File: config.mk
export PLATFORM = sky130hd
export DESIGN_NAME = i2c_target_regs
export DESIGN_NICKNAME = d
export VERILOG_FILES = /design/src/rtl/i2c_target_regs.sv
export SDC_FILE = /design/constraint.sdc
export NUM_CORES = 1
export LEC_CHECK = 0
export CAP_MARGIN = 20
export CORE_ASPECT_RATIO = 1.5
export CORE_MARGIN = 2
export CORE_UTILIZATION = 45
export DETAILED_ROUTE_END_ITERATION = 16
export MAX_ROUTING_LAYER = met4
export PLACE_DENSITY = 0.75
export REMOVE_ABC_BUFFERS = 1
export SKIP_LAST_GASP = 1
export SYNTH_ARGS = -nofsm -noshare
export SYNTH_HDL_FRONTEND = slang
export SYNTH_SLANG_ARGS = --single-unit
File: constraint.sdc
create_clock -name CLK -period 5.5 [get_ports CLK]
set_clock_uncertainty 0.2 [all_clocks]
set_input_delay 0.825 -clock CLK [delete_from_list [all_inputs] [get_ports CLK]]
set_output_delay 0.825 -clock CLK [all_outputs]
set_load 0.01 [all_outputs]
File: src/rtl/i2c_target_regs.sv
// I2C target that bridges bus transactions onto a simple register port.
// SCL/SDA are oversampled on CLK; SDA is driven open-drain, SCL is never driven.
module i2c_target_regs #(
    parameter logic [6:0]  DEV_ADDR = 7'h50,
    parameter int unsigned REG_AW   = 4
) (
    input  logic              CLK,
    input  logic              RST_N,
    input  logic              scl_in,
    input  logic              sda_in,
    output logic              sda_oe,
    output logic [REG_AW-1:0] reg_addr,
    output logic [7:0]        reg_wdata,
    output logic              reg_we,
    output logic              reg_re,
    input  logic [7:0]        reg_rdata,
    output logic              busy
);

    typedef enum logic [2:0] {
        ST_IDLE   = 3'd0,
        ST_ADDR   = 3'd1,
        ST_PTR    = 3'd2,
        ST_WRITE  = 3'd3,
        ST_READ   = 3'd4,
        ST_IGNORE = 3'd5
    } state_t;

    localparam logic [REG_AW-1:0] ADDR_ONE = {{(REG_AW-1){1'b0}}, 1'b1};

    logic scl_meta_r, scl_sync_r, scl_prev_r;
    logic sda_meta_r, sda_sync_r, sda_prev_r;

    state_t            state_r, state_nxt_s;
    logic [3:0]        bit_cnt_r, bit_cnt_nxt_s;
    logic [7:0]        rx_r, rx_nxt_s;
    logic [7:0]        tx_r, tx_nxt_s;
    logic              ack_r, ack_nxt_s;
    logic              sda_oe_r, sda_oe_nxt_s;
    logic [REG_AW-1:0] reg_addr_r, addr_nxt_s;
    logic [7:0]        reg_wdata_r, wdata_nxt_s;
    logic              reg_we_r, we_nxt_s;
    logic              reg_re_r, re_nxt_s;
    logic              busy_r, busy_nxt_s;

    logic       scl_rise_s, scl_fall_s, start_s, stop_s, active_s;
    logic [7:0] rx_byte_s;

    // Two-flop synchronisers plus previous-value stage for edge detection.
    always_ff @(posedge CLK or negedge RST_N) begin
        if (!RST_N) begin
            scl_meta_r <= 1'b1;
            scl_sync_r <= 1'b1;
            scl_prev_r <= 1'b1;
            sda_meta_r <= 1'b1;
            sda_sync_r <= 1'b1;
            sda_prev_r <= 1'b1;
        end else begin
            scl_meta_r <= scl_in;
            scl_sync_r <= scl_meta_r;
            scl_prev_r <= scl_sync_r;
            sda_meta_r <= sda_in;
            sda_sync_r <= sda_meta_r;
            sda_prev_r <= sda_sync_r;
        end
    end

    // START/STOP need SCL stable high across the SDA edge, so a joint change is neither.
    assign scl_rise_s = scl_sync_r & ~scl_prev_r;
    assign scl_fall_s = ~scl_sync_r & scl_prev_r;
    assign start_s    = scl_sync_r & scl_prev_r & sda_prev_r & ~sda_sync_r;
    assign stop_s     = scl_sync_r & scl_prev_r & ~sda_prev_r & sda_sync_r;
    assign rx_byte_s  = {rx_r[6:0], sda_sync_r};
    assign active_s   = (state_r == ST_ADDR) || (state_r == ST_PTR) ||
                        (state_r == ST_WRITE) || (state_r == ST_READ);

    // State and register-port registers.
    always_ff @(posedge CLK or negedge RST_N) begin
        if (!RST_N) begin
            state_r     <= ST_IDLE;
            bit_cnt_r   <= 4'd0;
            rx_r        <= 8'h00;
            tx_r        <= 8'h00;
            ack_r       <= 1'b0;
            sda_oe_r    <= 1'b0;
            reg_addr_r  <= {REG_AW{1'b0}};
            reg_wdata_r <= 8'h00;
            reg_we_r    <= 1'b0;
            reg_re_r    <= 1'b0;
            busy_r      <= 1'b0;
        end else begin
            state_r     <= state_nxt_s;
            bit_cnt_r   <= bit_cnt_nxt_s;
            rx_r        <= rx_nxt_s;
            tx_r        <= tx_nxt_s;
            ack_r       <= ack_nxt_s;
            sda_oe_r    <= sda_oe_nxt_s;
            reg_addr_r  <= addr_nxt_s;
            reg_wdata_r <= wdata_nxt_s;
            reg_we_r    <= we_nxt_s;
            reg_re_r    <= re_nxt_s;
            busy_r      <= busy_nxt_s;
        end
    end

    // Next-state logic: bit_cnt counts SCL rises in a 9-bit slot (8 data + ACK).
    always_comb begin
        state_nxt_s   = state_r;
        bit_cnt_nxt_s = bit_cnt_r;
        rx_nxt_s      = rx_r;
        tx_nxt_s      = tx_r;
        ack_nxt_s     = ack_r;
        sda_oe_nxt_s  = sda_oe_r;
        addr_nxt_s    = reg_addr_r;
        wdata_nxt_s   = reg_wdata_r;
        we_nxt_s      = 1'b0;
        re_nxt_s      = 1'b0;
        busy_nxt_s    = busy_r;

        if (reg_we_r) begin
            addr_nxt_s = reg_addr_r + ADDR_ONE;
        end else begin
            addr_nxt_s = reg_addr_r;
        end
        if (reg_re_r) begin
            tx_nxt_s = reg_rdata;
        end else begin
            tx_nxt_s = tx_r;
        end

        if (start_s) begin
            state_nxt_s   = ST_ADDR;
            bit_cnt_nxt_s = 4'd0;
            ack_nxt_s     = 1'b0;
            sda_oe_nxt_s  = 1'b0;
            busy_nxt_s    = 1'b1;
        end else if (stop_s) begin
            state_nxt_s   = ST_IDLE;
            bit_cnt_nxt_s = 4'd0;
            ack_nxt_s     = 1'b0;
            sda_oe_nxt_s  = 1'b0;
            busy_nxt_s    = 1'b0;
        end else if (active_s && scl_rise_s) begin
            if (bit_cnt_r < 4'd8) begin
                rx_nxt_s      = rx_byte_s;
                bit_cnt_nxt_s = bit_cnt_r + 4'd1;
                if (bit_cnt_r == 4'd7) begin
                    case (state_r)
                        ST_ADDR: begin
                            if (rx_byte_s[7:1] == DEV_ADDR) begin
                                ack_nxt_s = 1'b1;
                                if (rx_byte_s[0]) begin
                                    state_nxt_s = ST_READ;
                                    re_nxt_s    = 1'b1;
                                end else begin
                                    state_nxt_s = ST_PTR;
                                end
                            end else begin
                                ack_nxt_s   = 1'b0;
                                state_nxt_s = ST_IGNORE;
                            end
                        end
                        ST_PTR: begin
                            addr_nxt_s  = rx_byte_s[REG_AW-1:0];
                            ack_nxt_s   = 1'b1;
                            state_nxt_s = ST_WRITE;
                        end
                        ST_WRITE: begin
                            wdata_nxt_s = rx_byte_s;
                            we_nxt_s    = 1'b1;
                            ack_nxt_s   = 1'b1;
                        end
                        default: begin
                            ack_nxt_s = 1'b0;
                        end
                    endcase
                end else begin
                    ack_nxt_s = ack_r;
                end
            end else begin
                bit_cnt_nxt_s = 4'd9;
                // A read slot without our own ACK carries the master's ACK/NACK.
                if ((state_r == ST_READ) && !ack_r) begin
                    if (!sda_sync_r) begin
                        addr_nxt_s = reg_addr_r + ADDR_ONE;
                        re_nxt_s   = 1'b1;
                    end else begin
                        state_nxt_s = ST_IGNORE;
                    end
                end else begin
                    state_nxt_s = state_r;
                end
            end
        end else if (active_s && scl_fall_s) begin
            if (bit_cnt_r == 4'd8) begin
                sda_oe_nxt_s = ack_r;
            end else if (bit_cnt_r == 4'd9) begin
                bit_cnt_nxt_s = 4'd0;
                ack_nxt_s     = 1'b0;
                if (state_r == ST_READ) begin
                    sda_oe_nxt_s = ~tx_r[7];
                    tx_nxt_s     = {tx_r[6:0], 1'b0};
                end else begin
                    sda_oe_nxt_s = 1'b0;
                end
            end else if ((state_r == ST_READ) && (bit_cnt_r != 4'd0)) begin
                sda_oe_nxt_s = ~tx_r[7];
                tx_nxt_s     = {tx_r[6:0], 1'b0};
            end else begin
                sda_oe_nxt_s = sda_oe_r;
            end
        end else begin
            bit_cnt_nxt_s = bit_cnt_r;
        end
    end

    assign sda_oe    = sda_oe_r;
    assign reg_addr  = reg_addr_r;
    assign reg_wdata = reg_wdata_r;
    assign reg_we    = reg_we_r;
    assign reg_re    = reg_re_r;
    assign busy      = busy_r;

endmodule

; ---- Word level (Yosys, flattened, before mapping)
; Index checks and enable logic that the tools add are counted.
[word_totals]
reg_bits = 45
elab_cells = 143
inputBits = 12
[op_classes]
n_eq_ne = 14
n_bitwise = 14
mux = 71
n_addsub = 2
reduce_logical = 24
order_cmp = 1
[op_table]
columns = op, count
row1 = $mux W8, 9
row2 = $mux W4, 16
row3 = $mux W1, 35
row4 = $mux W3, 9
row5 = $reduce_bool A4 Y1, 5
row6 = $ne A4 B3 Y1 const B, 3
row7 = $reduce_and A5 Y1, 2
row8 = $add A4 B1 Y4 const B, 2
row9 = $eq A4 B4 Y1 const B, 2
row10 = $and A1 B1 Y1, 7
row11 = $eq A7 B7 Y1 const B, 1
row12 = $not A1 Y1, 7
row13 = $eq A3 B2 Y1 const B, 2
row14 = $pmux W3 S2, 1
row15 = $reduce_and A3 Y1, 2
row16 = $reduce_and A6 Y1, 1
row17 = $reduce_bool A3 Y1, 2
row18 = $ne A5 B5 Y1 const B, 1
row19 = $reduce_bool A5 Y1, 1
row20 = $eq A4 B3 Y1 const B, 1
row21 = $logic_and A1 B1 Y1, 4
row22 = $lt A4 B4 Y1 const B, 1
row23 = $ne A4 B4 Y1 const B, 1
row24 = $reduce_and A4 Y1, 1
row25 = 8 further kinds, 10

; ---- Longest topological paths before layout
[logic_depth]
depth_word = 9
ltp_mapped = 7
ltp_nobuf = 7

; ---- Least setup slack after synthesis
; OpenSTA, ideal clock, no wires.
[synth_path]
kind = register to register
startpoint = register state_r[0]
endpoint = register reg_addr_r[2] (netlist: reg_addr[2])
path_slack_ps = 3490
arrival_ps = 1684
setup_ps = 126
required_time_ps = 5174
stages_incl_launch_ff = 7
cell_sequence = dfrtp_1 > buf_6 > or3b_4 > nor3_1 > o21ai_0 > xnor2_1 > a311o_1
[synth_between]
elab_chain_len = 8
[synth_lines]
columns = item, line
row1 = start: declaration, 34  ; state_t state_r, state_nxt_s;
row2 = start signal: assignment, 92  ; state_r <= state_nxt_s;
row3 = branches (longest 5 deep; another with $mux W4), -
row4 = $mux W4 (*), 143  ; end else if (active_s && scl_rise_s) begin
row5 = $mux W4 (*), 137  ; end else if (stop_s) begin
row6 = $mux W4 (*), 131  ; if (start_s) begin
row7 = named net addr_nxt_s[2], 40  ; logic [REG_AW-1:0] reg_addr_r, addr_nxt_s;
row8 = end signal: assignment, 86  ; reg_addr_r <= {REG_AW{1'b0}};
row9 = end signal: assignment, 98  ; reg_addr_r <= addr_nxt_s;
row10 = end: declaration, 40
; Mark *: on every way through the listed nets, which the timed path passes.
; A chain may end at the register's enable or synchronous reset.

; ---- Worst setup path in the final report
[layout_path]
startpoint = register reg_re_r (netlist: reg_re)
endpoint = output reg_re
[layout_rtl]
columns = item, line
row1 = start: declaration, 43  ; logic reg_re_r, re_nxt_s;
row2 = start signal: assignment, 101  ; reg_re_r <= re_nxt_s;
row3 = end: declaration, 15  ; output logic reg_re,
; No word-level cell between the ends.

==> results.md <==
- Min cycle time layout: 2560 ps
- Routed length per instance: 14.3 um
- Crit share post-route: 46.6%
- Largest fanout of any net on the critical path: 9
- Synth-to-layout area growth: 18.4%
- Hold buffer count at CTS: 0
- Setup slack, reg-to-reg: 3000 ps
- Critical-path cell with the highest stage delay: sky130_fd_sc_hd__dfrtp_1
- Endpoint arrival time on the critical path: 1540 ps
- Critical Path, Cell by Cell: clkdlybuf4s50_1
- Total via count in the routed design: 1637
- Drt initial violations: 67
- Ports placed on the boundary: 28
- Worst reg2reg path depth: 4
- Standard cell core area: 4890 um^2
- Count of max-cap constraint violations: 0
- Antenna violations before repair: 0
- Highest clock rate: 0.390 GHz
- Total global-route track usage: 16.9%
- Number of standard cells in the layout, taps in and fillers out: 305
- Startpoint-to-endpoint class of the critical path: reg -> out
- Residual DRC count: 0
- Fin. Hold Viols: 0
- Number of buffers created by CTS: 5
- Pleak: 1.13 nW
- Number of register bits inferred by synthesis: 45
- Clock root buffer: sky130_fd_sc_hd__clkbuf_8
- Launch instance of the worst register-to-register path: state_r[1]
- FP Rows: 31
- Via count of the first global-routing pass: 1572
- Leading cell types by total area after synthesis: sky130_fd_sc_hd__dfrtp_1 42%, sky130_fd_sc_hd__mux2_2 7.3%, sky130_fd_sc_hd__dfstp_2 6.9%
- Delay of the slowest cell on the worst path: 620 ps
- Post-CTS sizing: 0
- Cell family with most CP delay: flip-flops
- Die Span Y: 91.6 um
- Run status: finished, final reports clean
- Critical path capture point type: output port
- Number of buffers added for setup after CTS: 0
- Kind of path behind the tightest hold check: in -> async
- Global placer's final weighted congestion: 0.846
- FFs w/ async S/R, synth: 100%
- Mean post-synth cell area: 10.8 um^2
- Vias per cell: 5.37
- Routed wire length: 4350 um
- Clk slew on worst S/H paths: 80 ps
- Unique masters post-synth: 51
- Worst slew pin tran: 902 ps
- Wire length of the first global-routing pass: 7520 um
- Total overflow reported by the global router: 0
- Fraction of the yosys area taken by sequential cells: 49.3%
- Setup violation total in the final timing report: 0
- Largest net degree at the start of global routing: 46
- Critical path buffers and inverters: 1
- Remaining antenna violation count after routing: 0
- Instance count of the mapped netlist: 214
- Clk Latency, worst-skew pair: 300 ps
- Antenna diode count: 0
- Count of yosys warnings during synthesis: 0
- Mapped Area: 2300 um^2
- Number of I/O port buffers: 27
- RSZ-0062 raised after global routing: false
- TritonCTS clock tree: yes
- PwrDens: 301 nW/um^2
- Leading register cell type out of synthesis: sky130_fd_sc_hd__dfrtp_1
- Nature of the critical path startpoint: register
- Power after layout: 0.821 mW
- Placed instance count: 296
- Die area: 5710 um^2
- Post-synth EDFFs: 0
- Final Max Slew Viols: 0
- Clock net sink count: 45
- Critical path origin: reg_re
- CTS H-Tree Depth: 2
- Required time of the worst setup path: 4470 ps
- Total negative slack: 0 ps
- Post-route core utilization: 55.8%
- Max-slew headroom at the worst pin: 39.5%
- Share of cells above drive strength 1: 15.5%
- Final layout net count: 254
- Capturing point of the worst reg2reg path: rx_r[3]
- Initial core utilization: 47.1%
- Post-DP HPWL: 3070 um
- Highest ir drop seen on vdd: 0.290 mV
- Dominant cell type by area after synthesis: sky130_fd_sc_hd__dfrtp_1
- Buffers from clock root to sink, at most: 2
- Share of the synthesized area in the top cell type: 42.4%
- Die Wd: 62.4 um
- Drt first pass iters: 4
synthesized netlist by cell type, types with 2 or more instances:
cell type and count:
sky130_fd_sc_hd__nand3b_1 4, sky130_fd_sc_hd__o21ai_0 11, sky130_fd_sc_hd__nor2_1 17, sky130_fd_sc_hd__nand3_1 6, sky130_fd_sc_hd__dfstp_2 6, sky130_fd_sc_hd__mux2i_1 10
sky130_fd_sc_hd__nor3_1 5, sky130_fd_sc_hd__nor3b_1 2, sky130_fd_sc_hd__a21o_1 3, sky130_fd_sc_hd__buf_2 2, sky130_fd_sc_hd__inv_1 7, sky130_fd_sc_hd__nor2b_1 4
sky130_fd_sc_hd__nand2_1 10, sky130_fd_sc_hd__clkbuf_1 7, sky130_fd_sc_hd__nand2b_1 3, sky130_fd_sc_hd__ha_1 4, sky130_fd_sc_hd__and3b_1 2, sky130_fd_sc_hd__o21bai_1 2
sky130_fd_sc_hd__a21oi_1 12, sky130_fd_sc_hd__a22oi_1 2, sky130_fd_sc_hd__xnor2_1 2, sky130_fd_sc_hd__o311ai_0 2, sky130_fd_sc_hd__dfrtp_1 39, sky130_fd_sc_hd__xor2_1 6
sky130_fd_sc_hd__mux2_2 15, sky130_fd_sc_hd__o21a_1 2, sky130_fd_sc_hd__a31oi_1 5
worst reg2reg max path: stages (launching register included):
cell and delay (ps):
sky130_fd_sc_hd__dfrtp_1 510, sky130_fd_sc_hd__o21ai_0 360, sky130_fd_sc_hd__nand3b_1 410, sky130_fd_sc_hd__nor2_2 510, sky130_fd_sc_hd__mux2_2 400
metrics by stage:
stage | hold slack [ps] | area [um^2] | worst slack (ps)
floorplan | 145 | 2250 | 3400
global placement | 147 | 2600 | 3170
detailed placement | 148 | 2600 | 3050
CTS | 160 | 2710 | 2920
global route | 122 | 2730 | 2820
finish | 129 | 2730 | 2940
power breakdown:
part / leakage [nW] / internal (mW) / switching [mW] / total (mW)
clock: 0.0552 / 0.135 / 0.106 / 0.241
combinational: 0.536 / 0.0802 / 0.0668 / 0.147
sequential: 0.542 / 0.375 / 0.0580 / 0.433
per-layer routing:
layer  GRT usage, %  routed length [um]
met5              -                   0
met4           6.11                  68
met3           2.97                 108
met2           27.5                2310
met1           21.1                1870
layout by cell type (no fill, tap or decap), drive strengths merged, types with 7 or more instances in the layout:
cell type      count
o21ai             12
nand2             10
inv                7
a21oi             12
dfrtp             39
mux2              15
clkdlybuf4s50     26
nand3              7
nor2              18
mux2i             10
logic make-up (layout without fill, tap and decap cells):
group | count (synthesis) | count (layout) | synth area share (%)
and+or+nand+nor | 66 | 66 | 16.6
AOI/OAI and AO/OA | 48 | 48 | 13.9
DFF | 45 | 45 | 49.3
muxes | 25 | 25 | 11.7
buffers and inverters | 18 | 43 | 3.37
xor gates and xnor gates | 8 | 8 | 3.05
adders and majority gates | 4 | 4 | 2.18
worst max-delay path by stage:
stage | slack (ps) | cells past startpoint | endpoint
finish | 2940 | 1 | reg_re
global placement | 3170 | 4 | rx_r[6]
CTS | 2920 | 1 | reg_re
detailed placement | 3050 | 4 | rx_r[1]
floorplan | 3400 | 4 | rx_r[0]
global route | 2820 | 4 | rx_r[3]
state kept, by name, summed over array words and instances (netlist names), 3 cells and up:
name,count
bit_cnt_r,4
reg_addr,4
reg_wdata,8
rx_r,7
state_r,3
tx_r,8
layout make-up:
| cell class | count | area, um^2 |
|---|---|---|
| Multi-Input combinational cell | 151 | 1090 |
| Inverter | 7 | 26.3 |
| Timing Repair Buffer | 28 | 285 |
| Sequential cell | 45 | 1130 |
| Clock buffer | 6 | 72.6 |
| Clock inverter | 2 | 35.0 |
| Tap cell | 66 | 82.6 |
| Fill cell | 463 | 2160 |
(Power assumes the default switching activity.)
